<file path="src/rtl/hazard_ctrl_if.sv">
// Hazard controller bundle: decoded stage fields in, pipeline controls and counters out.
// master: decode/pipeline side (drives stage fields, consumes controls).
// slave : hazard_ctrl (consumes stage fields, drives controls).
interface hazard_ctrl_if #(
  parameter int unsigned CNT_W = 32
);
  logic [4:0]       rs1_D, rs2_D;
  logic [4:0]       rs1_E, rs2_E;
  logic [4:0]       rd_E, rd_M, rd_W;
  logic             rd_wren_E, rd_wren_M, rd_wren_W;
  logic [1:0]       wb_sel_E;
  logic             br_sel_E;
  logic             lsu_req_M;
  logic             lsu_ready;
  logic             stall_F, stall_D, stall_E, stall_M;
  logic             flush_D, flush_E, flush_W;
  logic [1:0]       fwd_a_E, fwd_b_E;
  logic             err_timeout;
  logic [CNT_W-1:0] stall_cnt;
  logic [CNT_W-1:0] redir_cnt;

  modport master (
    output rs1_D, rs2_D, rs1_E, rs2_E, rd_E, rd_M, rd_W,
    output rd_wren_E, rd_wren_M, rd_wren_W, wb_sel_E, br_sel_E, lsu_req_M, lsu_ready,
    input  stall_F, stall_D, stall_E, stall_M, flush_D, flush_E, flush_W,
    input  fwd_a_E, fwd_b_E, err_timeout, stall_cnt, redir_cnt
  );

  modport slave (
    input  rs1_D, rs2_D, rs1_E, rs2_E, rd_E, rd_M, rd_W,
    input  rd_wren_E, rd_wren_M, rd_wren_W, wb_sel_E, br_sel_E, lsu_req_M, lsu_ready,
    output stall_F, stall_D, stall_E, stall_M, flush_D, flush_E, flush_W,
    output fwd_a_E, fwd_b_E, err_timeout, stall_cnt, redir_cnt
  );
endinterface

</file>
<file path="src/rtl/hazard_ctrl.sv">
// Pipeline hazard sequencer for the 5-stage RV32I core.
// Ports:
//   clk  - core clock, rising edge
//   rst  - asynchronous active-high reset
//   bus  - hazard_ctrl_if.slave: D/E/M/W stage fields in; stall/flush/forward
//          controls, sticky memory-timeout flag and stall/redirect counters out.
// Stall/flush controls are combinational so a one-cycle memory wait costs one stall.
module hazard_ctrl #(
  parameter int unsigned MEM_TIMEOUT = 16,
  parameter int unsigned CNT_W       = 32
) (
  input logic          clk,
  input logic          rst,
  hazard_ctrl_if.slave bus
);
  localparam int unsigned WaitW = (MEM_TIMEOUT > 2) ? $clog2(MEM_TIMEOUT) : 1;
  localparam logic [WaitW-1:0] WaitLast = WaitW'(MEM_TIMEOUT - 1);

  typedef enum logic [1:0] {StRun, StWait, StErr} state_e;

  state_e           state_q;
  logic [WaitW-1:0] wait_cnt_q;
  logic             err_q;
  logic [CNT_W-1:0] stall_cnt_q;
  logic [CNT_W-1:0] redir_cnt_q;

  logic mem_busy, load_use, redir_take;

  // M result beats W; x0 is never forwarded.
  function automatic logic [1:0] fwd_sel(input logic [4:0] rs,
                                         input logic wren_m, input logic [4:0] rd_m,
                                         input logic wren_w, input logic [4:0] rd_w);
    if (wren_m && rd_m != 5'd0 && rd_m == rs) return 2'b10;
    if (wren_w && rd_w != 5'd0 && rd_w == rs) return 2'b01;
    return 2'b00;
  endfunction

  always_comb begin
    bus.fwd_a_E = fwd_sel(bus.rs1_E, bus.rd_wren_M, bus.rd_M, bus.rd_wren_W, bus.rd_W);
    bus.fwd_b_E = fwd_sel(bus.rs2_E, bus.rd_wren_M, bus.rd_M, bus.rd_wren_W, bus.rd_W);
  end

  assign mem_busy = bus.lsu_req_M && !bus.lsu_ready;
  assign load_use = (bus.wb_sel_E == 2'b01) && bus.rd_wren_E && (bus.rd_E != 5'd0) &&
                    ((bus.rd_E == bus.rs1_D) || (bus.rd_E == bus.rs2_D));

  always_comb begin
    bus.stall_F = 1'b0;
    bus.stall_D = 1'b0;
    bus.stall_E = 1'b0;
    bus.stall_M = 1'b0;
    bus.flush_D = 1'b0;
    bus.flush_E = 1'b0;
    bus.flush_W = 1'b0;
    redir_take  = 1'b0;
    if (rst) begin
      // Bubbles into D/E/W while reset is held.
      bus.flush_D = 1'b1;
      bus.flush_E = 1'b1;
      bus.flush_W = 1'b1;
    end else if (state_q == StErr || mem_busy) begin
      // Freeze F..M; redirect/load-use stay pending in their stages.
      bus.stall_F = 1'b1;
      bus.stall_D = 1'b1;
      bus.stall_E = 1'b1;
      bus.stall_M = 1'b1;
      bus.flush_W = 1'b1;
    end else if (bus.br_sel_E) begin
      bus.flush_D = 1'b1;
      bus.flush_E = 1'b1;
      redir_take  = 1'b1;
    end else if (load_use) begin
      bus.stall_F = 1'b1;
      bus.stall_D = 1'b1;
      bus.flush_E = 1'b1;
    end
  end

  always_ff @(posedge clk or posedge rst) begin
    if (rst) begin
      state_q     <= StRun;
      wait_cnt_q  <= '0;
      err_q       <= 1'b0;
      stall_cnt_q <= '0;
      redir_cnt_q <= '0;
    end else begin
      unique case (state_q)
        StRun: begin
          if (mem_busy) begin
            state_q    <= StWait;
            wait_cnt_q <= WaitW'(1);
          end
        end
        StWait: begin
          if (mem_busy) begin
            if (wait_cnt_q == WaitLast) begin
              state_q <= StErr;
              err_q   <= 1'b1;
            end else begin
              wait_cnt_q <= wait_cnt_q + WaitW'(1);
            end
          end else begin
            state_q    <= StRun;
            wait_cnt_q <= '0;
          end
        end
        StErr:   state_q <= StErr;
        default: state_q <= StRun;
      endcase
      if (bus.stall_D) stall_cnt_q <= stall_cnt_q + CNT_W'(1);
      if (redir_take)  redir_cnt_q <= redir_cnt_q + CNT_W'(1);
    end
  end

  assign bus.err_timeout = err_q;
  assign bus.stall_cnt   = stall_cnt_q;
  assign bus.redir_cnt   = redir_cnt_q;
endmodule

</file>
<file path="src/flat_wrapper.sv">
// flat-port wrapper written by rule: the top's interface ports become plain ports
module hazard_ctrl_flat 
#(
  parameter int unsigned MEM_TIMEOUT = 16,
  parameter int unsigned CNT_W       = 32
)
  (clk, rst, bus_rs1_D, bus_rs2_D, bus_rs1_E, bus_rs2_E, bus_rd_E, bus_rd_M, bus_rd_W, bus_rd_wren_E, bus_rd_wren_M, bus_rd_wren_W, bus_wb_sel_E, bus_br_sel_E, bus_lsu_req_M, bus_lsu_ready, bus_stall_F, bus_stall_D, bus_stall_E, bus_stall_M, bus_flush_D, bus_flush_E, bus_flush_W, bus_fwd_a_E, bus_fwd_b_E, bus_err_timeout, bus_stall_cnt, bus_redir_cnt);
  hazard_ctrl_if #(.CNT_W(CNT_W)) bus_i ();
  input logic clk;
  input logic rst;
  input wire logic [$bits(bus_i.rs1_D)-1:0] bus_rs1_D;
  input wire logic [$bits(bus_i.rs2_D)-1:0] bus_rs2_D;
  input wire logic [$bits(bus_i.rs1_E)-1:0] bus_rs1_E;
  input wire logic [$bits(bus_i.rs2_E)-1:0] bus_rs2_E;
  input wire logic [$bits(bus_i.rd_E)-1:0] bus_rd_E;
  input wire logic [$bits(bus_i.rd_M)-1:0] bus_rd_M;
  input wire logic [$bits(bus_i.rd_W)-1:0] bus_rd_W;
  input wire logic [$bits(bus_i.rd_wren_E)-1:0] bus_rd_wren_E;
  input wire logic [$bits(bus_i.rd_wren_M)-1:0] bus_rd_wren_M;
  input wire logic [$bits(bus_i.rd_wren_W)-1:0] bus_rd_wren_W;
  input wire logic [$bits(bus_i.wb_sel_E)-1:0] bus_wb_sel_E;
  input wire logic [$bits(bus_i.br_sel_E)-1:0] bus_br_sel_E;
  input wire logic [$bits(bus_i.lsu_req_M)-1:0] bus_lsu_req_M;
  input wire logic [$bits(bus_i.lsu_ready)-1:0] bus_lsu_ready;
  output wire logic [$bits(bus_i.stall_F)-1:0] bus_stall_F;
  output wire logic [$bits(bus_i.stall_D)-1:0] bus_stall_D;
  output wire logic [$bits(bus_i.stall_E)-1:0] bus_stall_E;
  output wire logic [$bits(bus_i.stall_M)-1:0] bus_stall_M;
  output wire logic [$bits(bus_i.flush_D)-1:0] bus_flush_D;
  output wire logic [$bits(bus_i.flush_E)-1:0] bus_flush_E;
  output wire logic [$bits(bus_i.flush_W)-1:0] bus_flush_W;
  output wire logic [$bits(bus_i.fwd_a_E)-1:0] bus_fwd_a_E;
  output wire logic [$bits(bus_i.fwd_b_E)-1:0] bus_fwd_b_E;
  output wire logic [$bits(bus_i.err_timeout)-1:0] bus_err_timeout;
  output wire logic [$bits(bus_i.stall_cnt)-1:0] bus_stall_cnt;
  output wire logic [$bits(bus_i.redir_cnt)-1:0] bus_redir_cnt;
  assign bus_i.rs1_D = bus_rs1_D;
  assign bus_i.rs2_D = bus_rs2_D;
  assign bus_i.rs1_E = bus_rs1_E;
  assign bus_i.rs2_E = bus_rs2_E;
  assign bus_i.rd_E = bus_rd_E;
  assign bus_i.rd_M = bus_rd_M;
  assign bus_i.rd_W = bus_rd_W;
  assign bus_i.rd_wren_E = bus_rd_wren_E;
  assign bus_i.rd_wren_M = bus_rd_wren_M;
  assign bus_i.rd_wren_W = bus_rd_wren_W;
  assign bus_i.wb_sel_E = bus_wb_sel_E;
  assign bus_i.br_sel_E = bus_br_sel_E;
  assign bus_i.lsu_req_M = bus_lsu_req_M;
  assign bus_i.lsu_ready = bus_lsu_ready;
  assign bus_stall_F = bus_i.stall_F;
  assign bus_stall_D = bus_i.stall_D;
  assign bus_stall_E = bus_i.stall_E;
  assign bus_stall_M = bus_i.stall_M;
  assign bus_flush_D = bus_i.flush_D;
  assign bus_flush_E = bus_i.flush_E;
  assign bus_flush_W = bus_i.flush_W;
  assign bus_fwd_a_E = bus_i.fwd_a_E;
  assign bus_fwd_b_E = bus_i.fwd_b_E;
  assign bus_err_timeout = bus_i.err_timeout;
  assign bus_stall_cnt = bus_i.stall_cnt;
  assign bus_redir_cnt = bus_i.redir_cnt;
  hazard_ctrl #(.MEM_TIMEOUT(MEM_TIMEOUT), .CNT_W(CNT_W)) u_core (.clk(clk), .rst(rst), .bus(bus_i));
endmodule
</file>
<file path="config.mk">
export PLATFORM = sky130hd
export DESIGN_NAME = hazard_ctrl_flat
export DESIGN_NICKNAME = d
export VERILOG_FILES = /design/src/rtl/hazard_ctrl_if.sv /design/src/rtl/hazard_ctrl.sv /design/src/flat_wrapper.sv
export SDC_FILE = /design/constraint.sdc
export NUM_CORES = 1
export LEC_CHECK = 0
export ABC_CLOCK_PERIOD_IN_PS = 2400
export BUFFER_PORTS_ARGS = -buffer_cell sky130_fd_sc_hd__buf_2
export CAP_MARGIN = 15
export CORE_MARGIN = 2
export CORE_UTILIZATION = 45
export DETAILED_ROUTE_END_ITERATION = 7
export MAX_ROUTING_LAYER = met4
export PLACE_DENSITY = 0.71
export SLEW_MARGIN = 10
export SYNTH_ARGS = -nofsm -noshare
export SYNTH_HDL_FRONTEND = slang
export SYNTH_SLANG_ARGS = --single-unit
</file>
<file path="constraint.sdc">
create_clock -name clk -period 2.4 [get_ports clk]
set_input_delay 0 -clock clk [delete_from_list [all_inputs] [get_ports clk]]
set_output_delay 0 -clock clk [all_outputs]
set_load 0.02 [all_outputs]
</file>
==> results of run 1 <==
[path summary, 6_finish.rpt]
check | endpoint | slack (ns) | cells past startpoint
setup / recovery | u_core.bus.redir_cnt[27] | 0.28 | 6
hold / removal | u_core.bus.redir_cnt[0] | 0.08 | 4
setup reg to reg | u_core.bus.redir_cnt[27] | 0.28 | 6
hold reg to reg | u_core.bus.err_timeout | 0.46 | 1
max in group asynchronous | u_core.bus.redir_cnt[20] | 1.56 | 4
min in group asynchronous | u_core.state_q[1] | 0.22 | 3
[timing repair]
item                                    CTS  global route
hold buffers                              1             0
buffers inserted                          0             0
endpoints found under the hold margin     8             0
endpoints found under the setup margin    0             0
[registers in the layout (all words and copies together) (netlist names)]
register                flops
u_core.bus.stall_cnt       32
u_core.state_q              2
u_core.bus.err_timeout      1
u_core.wait_cnt_q           4
u_core.bus.redir_cnt       32
[through the flow]
step / area, µm² / instances / hold WS, ns / util (%) / power, mW
5_1_grt: 4590 / 591 / 0.114 / 56.7 / 2.92
3_3_place_gp: 4410 / 574 / -0.00130 / 54.4 / 1.93
3_5_place_dp: 4410 / 574 / 0.0126 / 54.4 / 1.95
2_1_floorplan: 3690 / 356 / 0.0871 / - / 1.73
4_1_cts: 4590 / 591 / 0.0644 / 56.7 / 2.80
6_report: 4590 / 591 / 0.0812 / 56.7 / 2.77
[cells in the mapped netlist, drive strengths merged]
library cell  count
a21oi             4
inv               7
o22ai             1
buf              10
o2111ai           1
o21ai             7
a22oi             1
xor2             37
nor2b             2
dfrtp            71
and3             11
mux2i             1
xnor2            55
and4             12
nor4              5
nand3            23
or3               1
o31ai             1
nor2             16
nand2            34
nand2b            4
nor3              9
nand4            22
a21o              2
or4               6
clkbuf            1
mux2              1
ha                3
or2               1
nor4b             1
and2              6
[cells by family after synthesis]
kind of cell,Yosys count
compound gates,17
xor+xnor,92
fa+ha+maj,3
buf+inv,18
flops,71
mux,2
simple gates,153
[layout by cell type, fill, tap and decap left out, types with 2 or more instances in the layout]
master    netlist  routed
and3_1         11      11
nand3_1        22      22
clkinv_2        0       2
inv_1           7       6
buf_2           4     120
nor2_1         16      16
xnor2_1        55      55
clkbuf_1        1       2
nor4_1          5       5
o21ai_0         7       7
nand2b_1        3       3
and4_1         12      12
nor3_1          9       9
ha_1            3       3
a21o_1          2       2
dfrtp_1        71      71
nand4_1        22      22
and2_1          6       6
clkbuf_8        0      11
buf_4           4       3
or4_1           6       6
a21oi_1         4       4
xor2_1         37      37
nand2_1        34      34
[cell type report]
type / count / area [µm²]
inverter: 7 / 26.3
clock buffer: 13 / 159
multi-input combinational: 267 / 1830
clock inverter: 3 / 17.5
timing repair buffer: 125 / 653
sequential: 71 / 1780
tap: 105 / 131
fill: 745 / 3500
[layer usage]
| layer | global-route usage, % | share of wire (%) | vias to the layer above |
|---|---|---|---|
| li1 | - | - | 1492 |
| met1 | 24.4 | 44 | 1445 |
| met2 | 31.1 | 48 | 107 |
| met3 | 2.79 | 5.7 | 17 |
| met4 | 8.70 | 2.3 | 0 |
| met5 | - | 0 | - |
[worst max-delay path, delay by kind of cell, from the launching register on]
family	cells	cell delay (ns)
and+or+nand+nor	5	1.38
DFF	1	0.48
xor gates and xnor gates	1	0.18
[power breakdown]
group	internal (mW)	switching, mW	total (mW)
clock	0.430	0.418	0.848
sequential	1.29	0.112	1.40
combinational	0.210	0.313	0.523
==> results by group, run 1 <==
Timing
  – Setup-failing EPs final: 0
  – Slew Viols, Final: 0
  – Worst-Margin Slew: around 0.54 ns
  – Fmax: 472 MHz
  – Crit share post-route: 88.4%
  – Worst setup margin: 0.279 ns
  – Unrepaired setup endpoints after global routing: no
  – Setup TNS Final: 0 ns
  – Setup Skew: 0.0118 ns
  – Fin crit period: 2.12 ns
  – Slew headroom: 63.8%
  – Final Hold Vio Count: 0

Floorplan
  – # rows: 33
  – Die area: ~9000 µm²
  – # IOs: 121
  – DIE WIDTH: about 95 µm
  – Core Region: 8090 µm²
  – Die Height: 94.6 µm
  – Initial Util: a little under half

Synth
  – Area contributors post-synth: dfrtp_1 48%, xnor2_1 13%, xor2_1 8.8%
  – Post-synth top area share: 48.1%
  – Synthesis Warnings: 0
  – Simple-Gate Fraction of Synth Area: 23.2%
  – Syn_nets: 404
  – Main combinational cell family by area after synthesis: simple AND/OR/NAND/NOR gates
  – Distinct cell type count after synthesis: 36
  – Mux cell area share after synthesis: 0.576%
  – Compound-gate portion of the synthesized area: 2.88%
  – Mapped Avg Cell Area: 10.4 µm²
  – Yosys reg bits: a little over 70
  – Cell area after synthesis: 3690 µm²
  – Syn Inst Count: 356
  – Synth Area in Adders: 1.02%
  – XOR/XNOR Fraction of Synth Area: 21.8%
  – Synth area leader: dfrtp_1
  – Post-synthesis sequential area ratio: 48.1%

Layout
  – ANT cells: 0
  – Layout net count: 529
  – Area growth syn-to-layout: 24.4%
  – Share of cells above drive strength 1: 29.8%

Run status
  – Outcome: completed

Clock tree
  – Cts repair resizes: 0
  – CTS Sinks: 71
  – Total clock buffers created by CTS: 9
  – Longest Clk Path Bufs: 2
  – Clock transition at path regs: approximately 0.08 ns
  – H-Tree Depth: 3
  – Clock latency on the worst-skew pair: 0.33 ns
  – CTS tree: built
  – CTS root buf: clkbuf_8

GRT
  – Vias in the first global route: just under 3000
  – Global-route wire length before repair: 13400 µm
  – Total GRT Usage: 19.4%
  – Congestion Overflow GR: 0
  – Largest net degree at the start of global routing: 64
  – Antenna violations before repair: 0

Placed design
  – Hpwl dp: roughly 6100 µm
  – Routability cong.: roughly 0.91
  – Buffers on Ports: 120
  – Post-place setup slack: slightly below 0.3 ns

Worst setup path
  – Worst setup path start: u_core.state_q[1]
  – CP Cell Sequence: nand2b_2 > nand3_4 > or4_1 > or2_4 > nor2_1 > xor2_1
  – Critical Path AT: 2.37 ns
  – Worst setup SP type: flop
  – Reg-to-Reg Start: u_core.state_q[1]
  – Crit. End Element: flop
  – Slowest Stage Delay on Critical Path: approximately 0.7 ns
  – WS Path Type: reg2reg
  – Critical Path RT: 2.65 ns
  – Crit-path max FO: 9
  – CP max stage cell: or4_1

Power and ir drop
  – Maximum VDD drop: 281 µV
  – Power density over the cells: 603 nW/µm²
  – Leakage: ~2.3 nW

Route
  – Pre-antenna DRT Iters: 4
  – Avg WL per Cell: 13.5 µm
  – Drt first-iter violations: 57
  – Remaining antenna violation count: 0
  – DRC viols: 0
  – DR vias: 3061
  – Total length of routed wires: 7990 µm
  – Routed vias/inst: about 5.2

Run
  – Max-Cap Viols: 0

Worst hold path
  – Hold_sp: bus_lsu_req_M
  – Hold crit path type: in2reg
Power figures use the tool's default switching activity.
==> run 2, diff against run 1 <==
- ABC_AREA: not set -> 1
- BUFFER_PORTS_ARGS: -buffer_cell sky130_fd_sc_hd__buf_2 -> not set
- DONT_BUFFER_PORTS: not set -> 1
- PLACE_DENSITY: 0.71 -> 0.59
==> results by group, run 2 <==
Route
  – Drt first-iter violations: 294 (was 57)
  – Pre-antenna DRT Iters: 5 (was 4)
  – Routed vias/inst: 5.12 (was 5.18)
  – DR vias: 4525 (was 3061)
  – DRC viols: 0 (unchanged)
  – Total length of routed wires: 12800 µm (was 7990 µm)
  – Avg WL per Cell: 14.5 µm (was 13.5 µm)
  – Remaining antenna violation count: 0 (unchanged)

Floorplan
  – # rows: 38 (was 33)
  – # IOs: 121 (unchanged)
  – DIE WIDTH: 109 µm (was 94.6 µm)
  – Initial Util: 45.9% (was 45.6%)
  – Die area: 11900 µm² (was 8950 µm²)
  – Die Height: 109 µm (was 94.6 µm)
  – Core Region: 10800 µm² (was 8090 µm²)

Power and ir drop
  – Clock network fraction of total power: 36.3% (was 30.6%)
  – Switching power: 1.06 mW (was 843 µW)
  – Power density over the cells: 576 nW/µm² (was 603 nW/µm²)
  – Sequential share of power: 49.9% (was 50.5%)
  – Internal power: 2.06 mW (was 1.92 mW)
  – Sw frac: 33.9% (was 30.5%)
  – Power share of the combinational group: 13.8% (was 18.9%)
  – Maximum VDD drop: 273 µV (was 281 µV)
  – Leakage: 2.60 nW (was 2.32 nW)

Layout
  – FF+latch area: 1780 µm² (unchanged)
  – ANT cells: 0 (unchanged)
  – Most common cell after layout, fill and taps aside: nand2_1 (was buf_2)
  – Share of cells above drive strength 1: 8.88% (was 29.8%)
  – Area occupied by multi-input gates: 2880 µm² (was 1830 µm²)
  – Final Instance Area: 5410 µm² (was 4590 µm²)
  – Area growth syn-to-layout: 8.75% (was 24.4%)
  – Layout net count: 786 (was 529)
  – Most frequent cells in the layout: 278 x nand2_1, 104 x nor2_1, 71 x dfrtp_1 (was 120 x buf_2, 71 x dfrtp_1, 55 x xnor2_1)
  – # fillers: 1096 (was 745)

Clock tree
  – CTS tree: built (unchanged)
  – CTS root buf: clkbuf_8 (unchanged)
  – Clock latency on the worst-skew pair: 0.37 ns (was 0.33 ns)
  – Clock transition at path regs: 0.07 ns (was 0.08 ns)
  – H-Tree Depth: 3 (unchanged)
  – Setup repair bufs after CTS: 0 (unchanged)
  – CTS Sinks: 71 (unchanged)
  – Longest Clk Path Bufs: 2 (unchanged)
  – Total clock buffers created by CTS: 9 (unchanged)

Placed design
  – Routability cong.: 0.922 (was 0.914)
  – Post-Place Cell Area: 5140 µm² (was 4410 µm²)
  – Buffers on Ports: 0 (was 120)
  – Post-place setup slack: 0.507 ns (was 0.295 ns)
  – Hpwl dp: 9560 µm (was 6110 µm)

Synth
  – Post-synthesis sequential area ratio: 35.7% (was 48.1%)
  – Distinct cell type count after synthesis: 31 (was 36)
  – Syn Inst Count: 726 (was 356)
  – Post-synth EDFFs: 0 (unchanged)
  – Most numerous cell in the Yosys netlist: nand2_1 (was dfrtp_1)
  – Asr flop ratio synth: 100% (unchanged)
  – Yosys reg bits: 71 (unchanged)
  – Syn_nets: 774 (was 404)
  – Synthesis Warnings: 0 (unchanged)
  – Predominant post-synthesis flop cell: dfrtp_1 (unchanged)
  – Post-synth top area share: 35.7% (was 48.1%)
  – Synth area leader: dfrtp_1 (unchanged)
  – Area contributors post-synth: dfrtp_1 36%, nand2_1 21%, nor2_1 7.8% (was dfrtp_1 48%, xnor2_1 13%, xor2_1 8.8%)
  – Cell area after synthesis: 4980 µm² (was 3690 µm²)
  – Mapped Avg Cell Area: 6.86 µm² (was 10.4 µm²)
  – Post-synth top cells: 278 x nand2_1, 104 x nor2_1, 71 x dfrtp_1, 52 x inv_1, 48 x nand3_1 (was 71 x dfrtp_1, 55 x xnor2_1, 37 x xor2_1, 34 x nand2_1)

GRT
  – Antenna violations before repair: 0 (unchanged)
  – Total GRT Usage: 23.4% (was 19.4%)
  – Congestion Overflow GR: 0 (unchanged)
  – Largest net degree at the start of global routing: 49 (was 64)
  – Vias in the first global route: 4455 (was 2953)
  – Global-route wire length before repair: 21200 µm (was 13400 µm)

Timing
  – Unrepaired setup endpoints after global routing: no (unchanged)
  – Fin crit period: 2.05 ns (was 2.12 ns)
  – Fmax: 487 MHz (was 472 MHz)
  – Slew Viols, Final: 0 (unchanged)
  – Setup Skew: 0.0137 ns (was 0.0118 ns)
  – Worst setup margin: 0.345 ns (was 0.279 ns)
  – Worst-Margin Slew: 0.751 ns (was 0.543 ns)
  – Crit share post-route: 85.6% (was 88.4%)
  – Final Hold Vio Count: 0 (unchanged)
  – Setup-failing EPs final: 0 (unchanged)
  – Slew headroom: 49.4% (was 63.8%)
  – Setup TNS Final: 0 ns (unchanged)

Run
  – Max-Cap Viols: 0 (unchanged)

Worst setup path
  – Worst setup SP type: flop (unchanged)
  – Crit-path max FO: 33 (was 9)
  – Worst R2R Setup Slack: 0.51 ns (was 0.28 ns)
  – WS Path Type: reg2out (was reg2reg)
  – Critical Path RT: 2.40 ns (was 2.65 ns)
  – Critical Path AT: 2.05 ns (was 2.37 ns)
  – Crit. End Element: output port (was flop)

Run status
  – Outcome: completed (unchanged)

Worst hold path
  – Hold crit path type: in2reg (unchanged)
[run 2: worst paths after layout]
check / start / cells after the start / to
worst max register to register: u_core.bus.stall_cnt[0] / 10 / u_core.bus.stall_cnt[20]
worst min-delay path: bus_lsu_ready / 5 / u_core.wait_cnt_q[3]
max in group asynchronous: rst / 3 / u_core.bus.stall_cnt[26]
worst min register to register: u_core.wait_cnt_q[0] / 1 / u_core.wait_cnt_q[0]
min in group asynchronous: rst / 3 / u_core.bus.stall_cnt[5]
worst max-delay path: u_core.state_q[1] / 9 / bus_stall_D
[run 2: layout make-up]
type                       count  share of cell area [%]
sequential                    71                    32.8
clock inverter                 6                    1.71
clock buffer                  10                    2.54
tap                          140                    3.24
inverter                      61                    4.34
timing repair buffer          14                    2.13
multi-input combinational    581                    53.2
[run 2: stage by stage]
stage	util, %	total power, mW	instances	hold WS, ns
after floorplan	-	1.88	726	0.0871
after global placement	47.4	1.99	863	0.0213
after detailed placement	47.4	2.01	863	0.0309
after CTS	49.9	3.15	883	0.00455
after global routing	49.9	3.28	883	0.0695
final	49.9	3.12	883	0.00738
[run 2: logic make-up after synthesis]
family / count (synthesis) / share of synthesized area, %
AO/OA/AOI/OAI: 16 / 1.68
XOR/XNOR: 65 / 11.4
adder cells (fa/ha/maj): 3 / 0.754
buffers and inverters: 74 / 6.43
flip-flops: 71 / 35.7
AND/OR/NAND/NOR: 497 / 44.0
[run 2: worst max-delay path, stage by stage, from the launching register on]
cell,delay (ns)
dfrtp_1,0.41
nand2_1,0.11
nand2_2,0.09
inv_4,0.09
nand2_1,0.05
nand2_1,0.09
inv_2,0.06
nand2_2,0.49
inv_1,0.09
buf_4,0.20
[run 2: per-layer routing]
| layer | track usage [%] | vias to the layer above | wire length, µm |
|---|---|---|---|
| met1 | 30.1 | 2109 | 5900 |
| met4 | 7.41 | 0 | 192 |
| li1 | - | 2277 | - |
| met5 | - | - | 0 |
| met2 | 35.4 | 121 | 5780 |
| met3 | 7.11 | 18 | 892 |
[run 2: repair_timing]
item / 4_1_cts / 5_1_grt
hold endpoints to repair: 79 / 0
resized for setup: 0 / 0
hold buffers: 4 / 0
[run 2: power by group through the flow]
stage / clock network (mW) / logic, mW / registers (mW)
after floorplan: 0 / 0.353 / 1.53
after global placement: 0 / 0.415 / 1.58
after detailed placement: 0 / 0.424 / 1.58
after CTS: 1.16 / 0.433 / 1.56
after global routing: 1.21 / 0.495 / 1.58
final: 1.13 / 0.429 / 1.56
==> run 3, diff against run 2 <==
- ABC_CLOCK_PERIOD_IN_PS: 2400 -> 2350
- clock period: 2.4 -> 2.35 ns (I/O delays scaled with it)
==> results by group, run 3 (synthesis gave the netlist of run 2 again) <==
Timing
  – Setup TNS Final: 0 ns (unchanged)
  – Worst-Margin Slew: 0.791 ns (was 0.751 ns)
  – Setup-failing EPs final: 0 (unchanged)
  – Slew headroom: 46.7% (was 49.4%)
  – Final Hold Vio Count: 0 (unchanged)
  – Crit share post-route: a little under nine tenths
  – Setup Skew: 0.0125 ns (was 0.0137 ns)
  – Fin crit period: 2.01 ns
  – Slew Viols, Final: 0 (unchanged)
  – Unrepaired setup endpoints after global routing: no (unchanged)
  – Worst setup margin: 0.343 ns (was 0.345 ns)
  – Fmax: 498 MHz

Layout
  – Layout net count: 787 (was 786)
  – Share of cells above drive strength 1: 8.60% (was 8.88%)
  – # fillers: 1129 (was 1096)
  – Final Util: 49.8% (was 49.9%)
  – Final Instance Area: 5400 µm² (was 5410 µm²)
  – Most frequent cells in the layout: 278 x nand2_1, 104 x nor2_1, 71 x dfrtp_1 (unchanged)
  – ANT cells: 0 (unchanged)
  – Area growth syn-to-layout: 8.39% (was 8.75%)
  – Most common cell after layout, fill and taps aside: nand2_1 (unchanged)

Power and ir drop
  – Leakage: 2.60 nW (about the same)
  – Power density over the cells: 575 nW/µm² (was 576 nW/µm²)
  – Maximum VDD drop: 358 µV (was 273 µV)

Worst setup path
  – Most frequent CP cell: nand2_1 (unchanged)
  – Crit-path max FO: 33 (unchanged)
  – Reg-to-Reg Start: u_core.bus.stall_cnt[1] (was u_core.bus.stall_cnt[0])
  – Slowest Stage Delay on Critical Path: 0.47 ns (was 0.49 ns)
  – Worst setup path start: u_core.state_q[1] (unchanged)
  – Critical Path RT: 2.35 ns (was 2.40 ns)
  – Worst R2R Setup Slack: 0.55 ns (was 0.51 ns)
  – Critical Path AT: 2.01 ns (was 2.05 ns)
  – FF-to-FF path depth: 10 (unchanged)
  – Worst reg2reg path endpoint: u_core.bus.stall_cnt[20] (unchanged)
  – Worst setup SP type: flop (unchanged)
  – CP Cell Sequence: nand2_1 > nand2_2 > inv_4 > nand2_1 > nand2_1 > inv_2 > nand2_2 > inv_1 > buf_4 (unchanged)
  – Setup crit end: bus_stall_F (was bus_stall_D)
  – CP max stage cell: nand2_2 (unchanged)
  – WS Path Type: reg2out (unchanged)
  – Crit. End Element: output port (unchanged)

Floorplan
  – Initial Util: 45.9% (unchanged)
  – Core Region: 10800 µm² (unchanged)
  – Die Height: 109 µm (unchanged)
  – Die area: 11900 µm² (unchanged)
  – # IOs: 121 (unchanged)
  – DIE WIDTH: 109 µm (unchanged)
  – # rows: 38 (unchanged)

Placed design
  – Routability cong.: 0.923 (was 0.922)
  – Hpwl dp: 9480 µm (was 9560 µm)
  – Post-Place Cell Area: 5150 µm² (was 5140 µm²)
  – Buffers on Ports: 0 (unchanged)
  – Post-place setup slack: 0.531 ns (was 0.507 ns)

Run
  – Max-Cap Viols: 0 (unchanged)

GRT
  – Total GRT Usage: 22.9% (was 23.4%)
  – Vias in the first global route: 4285 (was 4455)
  – Antenna violations before repair: 0 (unchanged)
  – Congestion Overflow GR: 0 (unchanged)
  – Largest net degree at the start of global routing: 47 (was 49)
  – Global-route wire length before repair: 20700 µm (was 21200 µm)

Clock tree
  – H-Tree Depth: 3 (unchanged)
  – Clock latency on the worst-skew pair: 0.36 ns (was 0.37 ns)
  – CTS root buf: clkbuf_8 (unchanged)
  – Cts repair resizes: 0 (unchanged)
  – Longest Clk Path Bufs: 2 (unchanged)
  – Total clock buffers created by CTS: 9 (unchanged)
  – CTS Sinks: 71 (unchanged)
  – CTS tree: built (unchanged)
  – Clock transition at path regs: 0.06 ns (was 0.07 ns)

Route
  – Total length of routed wires: 12400 µm (was 12800 µm)
  – DR vias: 4454 (was 4525)
  – Remaining antenna violation count: 0 (unchanged)
  – Routed vias/inst: 5.04 (was 5.12)
  – Avg WL per Cell: 14.0 µm (was 14.5 µm)
  – Pre-antenna DRT Iters: 4 (was 5)
  – DRC viols: 0 (unchanged)
  – Drt first-iter violations: 248 (was 294)

Worst hold path
  – Hold crit path type: in2reg (unchanged)
  – Hold_sp: bus_lsu_ready (unchanged)

Run status
  – Outcome: completed (unchanged)
## run 3: cell types whose count changed in the layout (fill, tap and decap cells not counted), sizes merged
| cell | before | now |
|---|---|---|
| inv | 61 | 60 |
| clkinv | 1 | 2 |
| clkbuf | 10 | 12 |
| clkinvlp | 3 | 1 |
| buf | 10 | 11 |
## run 3: power by group
group	leakage (nW)	switching (mW)	internal [mW]
clock network	0.104	0.468	0.596
logic	1.55	0.308	0.166
registers	0.948	0.248	1.32
total	2.60	1.02	2.08
## run 3: cell type report
type | count | area [µm²] | area share [%]
Multi-Input combinational cell | 581 | 2880 | 53.4
Sequential cell | 71 | 1780 | 32.9
Inverter | 61 | 235 | 4.36
Tap cell | 140 | 175 | 3.25
Clock buffer | 12 | 135 | 2.50
Timing Repair Buffer | 15 | 123 | 2.27
Clock inverter | 4 | 70.1 | 1.30
## run 3: worst max-delay path: cells and delay by family, from the launching register on
kind	cells	cell delay, ns
simple gates	5	0.80
buf+inv	4	0.43
flops	1	0.41
## run 3: per-layer routing
| layer | global-route usage [%] | vias up | part of all wire (%) |
|---|---|---|---|
| li1 | - | 2280 | - |
| met1 | 29.5 | 2051 | 47 |
| met2 | 35.5 | 108 | 45 |
| met3 | 6.34 | 15 | 6.8 |
| met4 | 6.06 | 0 | 1.3 |
| met5 | - | - | 0 |
## run 3: how the worst min path moves through the flow
stage / end / cells after the start
after floorplan: bus_stall_E / 1
after global placement: u_core.wait_cnt_q[3] / 2
after detailed placement: u_core.wait_cnt_q[3] / 2
after CTS: u_core.wait_cnt_q[3] / 5
after global routing: u_core.wait_cnt_q[3] / 5
final: u_core.wait_cnt_q[3] / 5
## run 3: repair_timing
item / in CTS / in global routing
hold buffers: 4 / 0
hold endpoints to repair: 78 / 0
buffers inserted: 0 / 0
setup endpoints to repair: 0 / 0
## run 3: per-stage QoR
| step | hold slack, ns | power [mW] | instances |
|---|---|---|---|
| after CTS | 0.0150 | 3.14 | 884 |
| after global routing | 0.0668 | 3.28 | 884 |
| final | 0.0247 | 3.10 | 884 |
| after global placement | 0.0297 | 2.05 | 864 |
| after detailed placement | 0.0445 | 2.06 | 864 |
| after floorplan | 0.0871 | 1.92 | 726 |
